<file path="config.mk">
export PLATFORM = sky130hd
export DESIGN_NAME = serial_subtractor
export DESIGN_NICKNAME = d
export VERILOG_FILES = /design/src/rtl/serial_subtractor.sv
export SDC_FILE = /design/constraint.sdc
export NUM_CORES = 1
export LEC_CHECK = 0
export ABC_AREA = 1
export ABC_CLOCK_PERIOD_IN_PS = 2700
export CAP_MARGIN = 20
export CORE_MARGIN = 2
export CORE_UTILIZATION = 45
export CTS_CLUSTER_DIAMETER = 120
export DETAILED_ROUTE_END_ITERATION = 16
export PLACE_DENSITY = 0.71
export SLEW_MARGIN = 20
export SYNTH_ARGS = -nofsm -noshare
export SYNTH_HDL_FRONTEND = slang
export SYNTH_HIERARCHICAL = 1
export SYNTH_SLANG_ARGS = --single-unit
</file>
<file path="constraint.sdc">
create_clock -name clk -period 2.7 [get_ports clk]
set_input_delay 0.27 -clock clk [delete_from_list [all_inputs] [get_ports clk]]
set_output_delay 0.27 -clock clk [all_outputs]
set_load 0.02 [all_outputs]
</file>
<file path="src/rtl/serial_subtractor.sv">
// ---------------------------------------------------------------------------
// serial_subtractor
//
// Bit-serial subtractor: computes a - b (mod 2^WIDTH) one bit per clock,
// LSB first, through a single 1-bit fullsubtractor cell. The cell's borrow
// out is registered and fed back as the next bit's borrow in.
//
// Handshake: start is sampled only in IDLE. busy is high for WIDTH cycles
// while bits are processed, then done pulses for one cycle. diff and bout
// hold their values until the next accepted start.
//
// Optional feature macro: SERIAL_SUB_OVF_EN
//   When defined, adds the ovf output (signed overflow of a - b) and the
//   operand MSB capture registers it needs.
//
// Parameters:
//   WIDTH  operand / result width in bits (>= 2)
//
// Ports:
//   clk    in   rising-edge clock
//   rst    in   asynchronous active-high reset
//   start  in   operation request, sampled only in IDLE
//   a      in   minuend, captured on accepted start
//   b      in   subtrahend, captured on accepted start
//   busy   out  high while bits are being processed
//   done   out  one-cycle pulse when the result is valid
//   diff   out  a - b mod 2^WIDTH
//   bout   out  final borrow (1 when a < b unsigned)
//   ovf    out  signed overflow (only with SERIAL_SUB_OVF_EN)
// ---------------------------------------------------------------------------

// 1-bit full subtractor cell: d = a - b - bin, with borrow out.
module fullsubtractor (
    output logic d,
    output logic bout,
    input  logic a,
    input  logic b,
    input  logic bin
);
    assign d    = a ^ b ^ bin;
    assign bout = (~a & b) | (~(a ^ b) & bin);
endmodule

module serial_subtractor #(
    parameter int WIDTH = 8
) (
    input  logic             clk,
    input  logic             rst,
    input  logic             start,
    input  logic [WIDTH-1:0] a,
    input  logic [WIDTH-1:0] b,
    output logic             busy,
    output logic             done,
    output logic [WIDTH-1:0] diff,
    output logic             bout
`ifdef SERIAL_SUB_OVF_EN
    ,
    output logic             ovf
`endif
);

    localparam int CNT_W = $clog2(WIDTH) + 1;
    localparam logic [CNT_W-1:0] LAST_BIT = CNT_W'(WIDTH - 1);

    typedef enum logic [1:0] {
        IDLE,
        SHIFT,
        DONE
    } state_t;

    state_t           state;
    logic [WIDTH-1:0] sa;
    logic [WIDTH-1:0] sb;
    logic             br;
    logic [CNT_W-1:0] cnt;
    logic             cell_d;
    logic             cell_bout;

`ifdef SERIAL_SUB_OVF_EN
    logic a_msb;
    logic b_msb;
`endif

    fullsubtractor u_cell (cell_d, cell_bout, sa[0], sb[0], br);

    // Control FSM and datapath. The result bit enters diff at the MSB and
    // shifts right, so after WIDTH edges the LSB computed first sits at
    // diff[0]. busy/done are registered alongside the state transitions.
    always_ff @(posedge clk or posedge rst) begin
        if (rst) begin
            state <= IDLE;
            sa    <= '0;
            sb    <= '0;
            br    <= 1'b0;
            cnt   <= '0;
            diff  <= '0;
            bout  <= 1'b0;
            busy  <= 1'b0;
            done  <= 1'b0;
`ifdef SERIAL_SUB_OVF_EN
            ovf   <= 1'b0;
            a_msb <= 1'b0;
            b_msb <= 1'b0;
`endif
        end else begin
            case (state)
                IDLE: begin
                    done <= 1'b0;
                    if (start) begin
                        sa    <= a;
                        sb    <= b;
                        br    <= 1'b0;
                        cnt   <= '0;
                        diff  <= '0;
                        bout  <= 1'b0;
                        busy  <= 1'b1;
                        state <= SHIFT;
`ifdef SERIAL_SUB_OVF_EN
                        ovf   <= 1'b0;
                        a_msb <= a[WIDTH-1];
                        b_msb <= b[WIDTH-1];
`endif
                    end
                end

                SHIFT: begin
                    diff <= {cell_d, diff[WIDTH-1:1]};
                    sa   <= sa >> 1;
                    sb   <= sb >> 1;
                    br   <= cell_bout;
                    cnt  <= cnt + CNT_W'(1);
                    if (cnt == LAST_BIT) begin
                        bout  <= cell_bout;
                        busy  <= 1'b0;
                        done  <= 1'b1;
                        state <= DONE;
`ifdef SERIAL_SUB_OVF_EN
                        // cell_d is the result MSB being shifted in this edge.
                        ovf   <= (a_msb != b_msb) && (cell_d != a_msb);
`endif
                    end
                end

                DONE: begin
                    done  <= 1'b0;
                    state <= IDLE;
                end

                default: begin
                    busy  <= 1'b0;
                    done  <= 1'b0;
                    state <= IDLE;
                end
            endcase
        end
    end

endmodule

</file>
# Word-level counts from Yosys, hierarchy flattened

Cells that the tools add are included.

Muxes and demuxes: 20
Reduce and logical (&&, ||, !) cells: 6
Shift operators: 0
Bitwise gates (word level): 8
Eq/ne operators: 5
Multipliers: 0
$add $sub $neg: 1
$lt $le $gt $ge: 0
Divide/modulo/power cells: 0

Operator list:

| cell                                           | number |
|---|---|
| one-hot mux 8 bit (2 select lines)             | 3 |
| 2-to-1 mux 8 bit                               | 3 |
| one-hot mux 4 bit (2 select lines)             | 1 |
| 2-to-1 mux 1 bit                               | 6 |
| AND reduction 3 bit                            | 2 |
| adder 4 x 1 -> 4 bit (second input constant)   | 1 |
| == test 4 x 3 -> 1 bit (second input constant) | 1 |
| 2-to-1 mux 2 bit                               | 2 |
| 2-to-1 mux 4 bit                               | 1 |
| != test 2 bit (second input constant)          | 2 |
| one-hot mux 1 bit (2 select lines)             | 2 |
| one-hot mux 2 bit (2 select lines)             | 1 |
| AND reduction 2 bit                            | 2 |
| NOT 1 bit                                      | 3 |
| one-hot mux 1 bit (3 select lines)             | 1 |
| bitwise AND 1 bit                              | 2 |
| == test 2 x 1 -> 1 bit (second input constant) | 1 |
| == test 2 bit (second input constant)          | 1 |
| zero test 2 bit                                | 1 |
| nonzero test 2 bit                             | 1 |
| bitwise XOR 1 bit                              | 2 |
| OR 1 bit                                       | 1 |

Memory bits (writable): 0
Memory bits (read-only): 0
Register bits after elaboration: 34
Memories: 0
Logic and storage cells: 49
Latch bits: 0

# Depth between registers and ports, before layout

Depth in word-level cells: 6
Mapped depth: 7
Depth with buffers taken out: 7

# Hierarchy

Netlist, hierarchy kept.

By module, submodules not included:

| module            | area an instance (um2) | seq. area each (um2) | cells each | times used |
|---|---|---|---|---|
| serial_subtractor | 1,500.2                | 850.8                | 165        | 1 |
| fullsubtractor    | 31.3                   | 0.0                  | 4          | 1 |

# Worst setup path after synthesis

No wires, ideal clock.

Path type: reg-to-reg
Start point: reg sa[0]
End point: reg diff[7]
Arrival: 0.959 ns
Path slack: 1.615 ns
Stages on the path, launching flop included: 4
Clock period less this slack: 1.085 ns
Cells stage by stage: dfrtp_1 fa_1 nand2_1 o21ai_0

Word-level cells in the longest chain between the ends: 3

RTL lines:

| element                            | line | RTL |
|---|---|---|
| from (decl)                        | 72   | `logic [WIDTH-1:0] sa;` |
| from (signal assigned)             | 128  | `sa <= sa >> 1;` |
| bitwise XOR 1 bit (2 in a row)     | 40   | `assign d = a ^ b ^ bin;` |
| named net cell_d                   | 76   | `logic cell_d;` |
| one-hot mux 8 bit (2 select lines) | 106  | `case (state)` |
| to (signal assigned)               | 127  | `diff <= {cell_d, diff[WIDTH-1:1]};` |
| to (decl)                          | 54   | `output logic [WIDTH-1:0] diff,` |

The timed path passes the listed nets, and every way through them passes these cells.
A chain may end at the register's enable or synchronous reset.

# Worst setup path after layout

Start point: reg bout
End point: out bout

RTL lines:

| element                | line | RTL |
|---|---|---|
| from (decl)            | 55   | `output logic bout` |
| from (signal assigned) | 133  | `bout <= cell_bout;` |

No word-level cell between the ends.

==> results.toml <==
[critical_path]
critical_path_depth = 1
crit_arrival_ns = 1.31
cp_cell_sequence = "clkdlybuf4s50_1"
cp_top_family = "buffers and inverters"
r2r-end = "sb[1]"
cpPeakStageDelay_ns = 0.61
crit_fanout = 2
r2r_start = "state[0]"
required_ns = 2.43
cp-start-kind = "register"
reg2reg_depth = 4
worstSetupPathType = "reg2out"
r2r_setup_slack_ns = 1.21
crit_buf_inv = 1
critPathCaptureType = "primary output"
slowest_stage = "clkdlybuf4s50_1"

[synthesis]
synth_area_um2 = 1530
synth.area.top_cells = "dfrtp_1, nand3_1, nand2_1"
synth.distinct_cells = 23
ys.flop_type = "dfrtp_1"
synth_edf_count = 0
synth_nets = 190
ys_seq_area_share_pct = 55.6
synth_warnings = 6
synth_top_area_share_pct = 55.6
synth_top_area_cell = "dfrtp_1"
synth.avg_cell_area_um2 = 9.06
ys_ff_latch = 34
syn_inst = 169
ys_async_sr_fraction_pct = 100

[route]
wl_met1_um = 1300
met3_length_um = 154
vias = 1233
drc = 0
wirelength_um = 2930
wl_met2_um = 1460
top_layer_used = "met4"
antenna_left = 0
wl_per_cell_um = 12.0
drtIter0Drc = 76
first_pass_iters = 4
avgViaCountPerCell = 5.03

[pwr]
power.density_nw_per_um2 = 1100
leakage_nw = 0.922
power_mw = 2.13
ir_drop_mv = 0.549

[timing]
max_freq_ghz = 0.632
min_period_ns = 1.58
post-route-period-util_pct = 58.6
rsz0062_at_grt = "no"
fin_tns_setup_ns = 0
tightest_slew_ns = 0.427
drv_slew = 0
setup_violations = 0
max_slew_margin_pct = 71.6
fin_worst_skew_ns = 0.0131
final_hold_viol_count = 0

[clock_network]
cts-resized-gates = 0
cts-hold-fix-buffers = 0
cts_tree = "yes"
cts_setup_buffers = 0
clk_latency_ns = 0.33
cts_max_level = 2
cts_buffers = 5
cts-root-buf = "clkbuf_4"
cts.sinks = 34
clockBufferDepth = 2
clk_pin_slew_ns = 0.11

[die]
start_util_pct = 46.3
die_area_um2 = 3890
core_area_um2 = 3310
ios = 30
die_w_um = 62.3
fp.dieH_um = 62.3
num_rows = 21

[cells_and_area]
stdcell_area_um2 = 1930
area_growth_pct = 25.9
drive_above_1_share_pct = 8.54
fin_nets = 219
diodes = 0
layout_common_cells = "nand2_1, nand3_1, dfrtp_1"
fin_util_pct = 58.2
stdcell_count = 245
mostFrequentLayoutCell = "nand2_1"

[place]
dp_hpwl_um = 1950
io_buffers = 29
dp.cells = 237
gp_congestion = 0.722
placement.cell_area_um2 = 1820

[global_routing]
grt_max_degree = 35
grt-ovfl-total = 0
grt_usage_pct = 17.0
grt_pass1_wl_um = 5160
antenna_found_initial = 0
grt_pass1_vias = 1143

[hold_path]
hold_class = "in2async"

[status]
outcome = "finished, final reports clean"

[flow_run]
maxCapViolCount = 0
## cells in the mapped netlist, types with 2 or more instances
master and count:
o22ai_1 6, buf_2 2, nand3_1 38, o21ai_1 2, nand2_4 2, buf_6 4
inv_1 16, dfrtp_1 34, buf_4 2, nand2_1 50
## power by group
group,switching [mW],total [mW],internal [mW],leakage (nW)
clock network,0.169,0.483,0.314,0.0585
registers,0.134,0.841,0.707,0.439
logic,0.475,0.804,0.329,0.424
total,0.778,2.13,1.35,0.922
## per-layer routing
metal	vias to the layer above	GRT usage [%]
li1	609	-
met2	35	27.4
met5	-	0
met4	0	7.50
met1	587	21.9
met3	2	4.35
## worst max-delay path by stage
stage | startpoint | end
2_1_floorplan | sa[0] | diff[7]
3_5_place_dp | start | busy
3_3_place_gp | start | busy
5_1_grt | bout | bout
4_1_cts | bout | bout
6_report | bout | bout
## state kept, by name, indices dropped and copies added, names as in the netlist
signal,cells
cnt,4
br,1
busy,1
diff,8
done,1
bout,1
sb,8
state,2
sa,8
## layout make-up
cell class                 instances  area (um^2)
clock buffer                       6         51.3
fill                             310         1380
sequential                        34          851
tap                               46         57.6
multi-input combinational        109          542
inverter                          18         68.8
clock inverter                     2         60.1
timing repair buffer              30          298
## cells by family (layout without fill, tap and decap cells)
family | count (synthesis) | count (layout) | share of synthesized area, %
and+or+nand+nor | 95 | 95 | 28.3
DFF | 34 | 34 | 55.6
buffers and inverters | 26 | 56 | 9.07
AOI/OAI and AO/OA | 11 | 11 | 4.33
adders and majority gates | 2 | 2 | 2.12
xor gates and xnor gates | 1 | 1 | 0.572
## metrics by stage
step	setup slack, ns	hold WS (ns)
floorplan	1.61	0.380
global placement	1.09	0.460
global route	1.04	0.354
detailed placement	1.07	0.480
finish	1.12	0.328
CTS	1.09	0.328
Power figures use the tool's default switching activity.
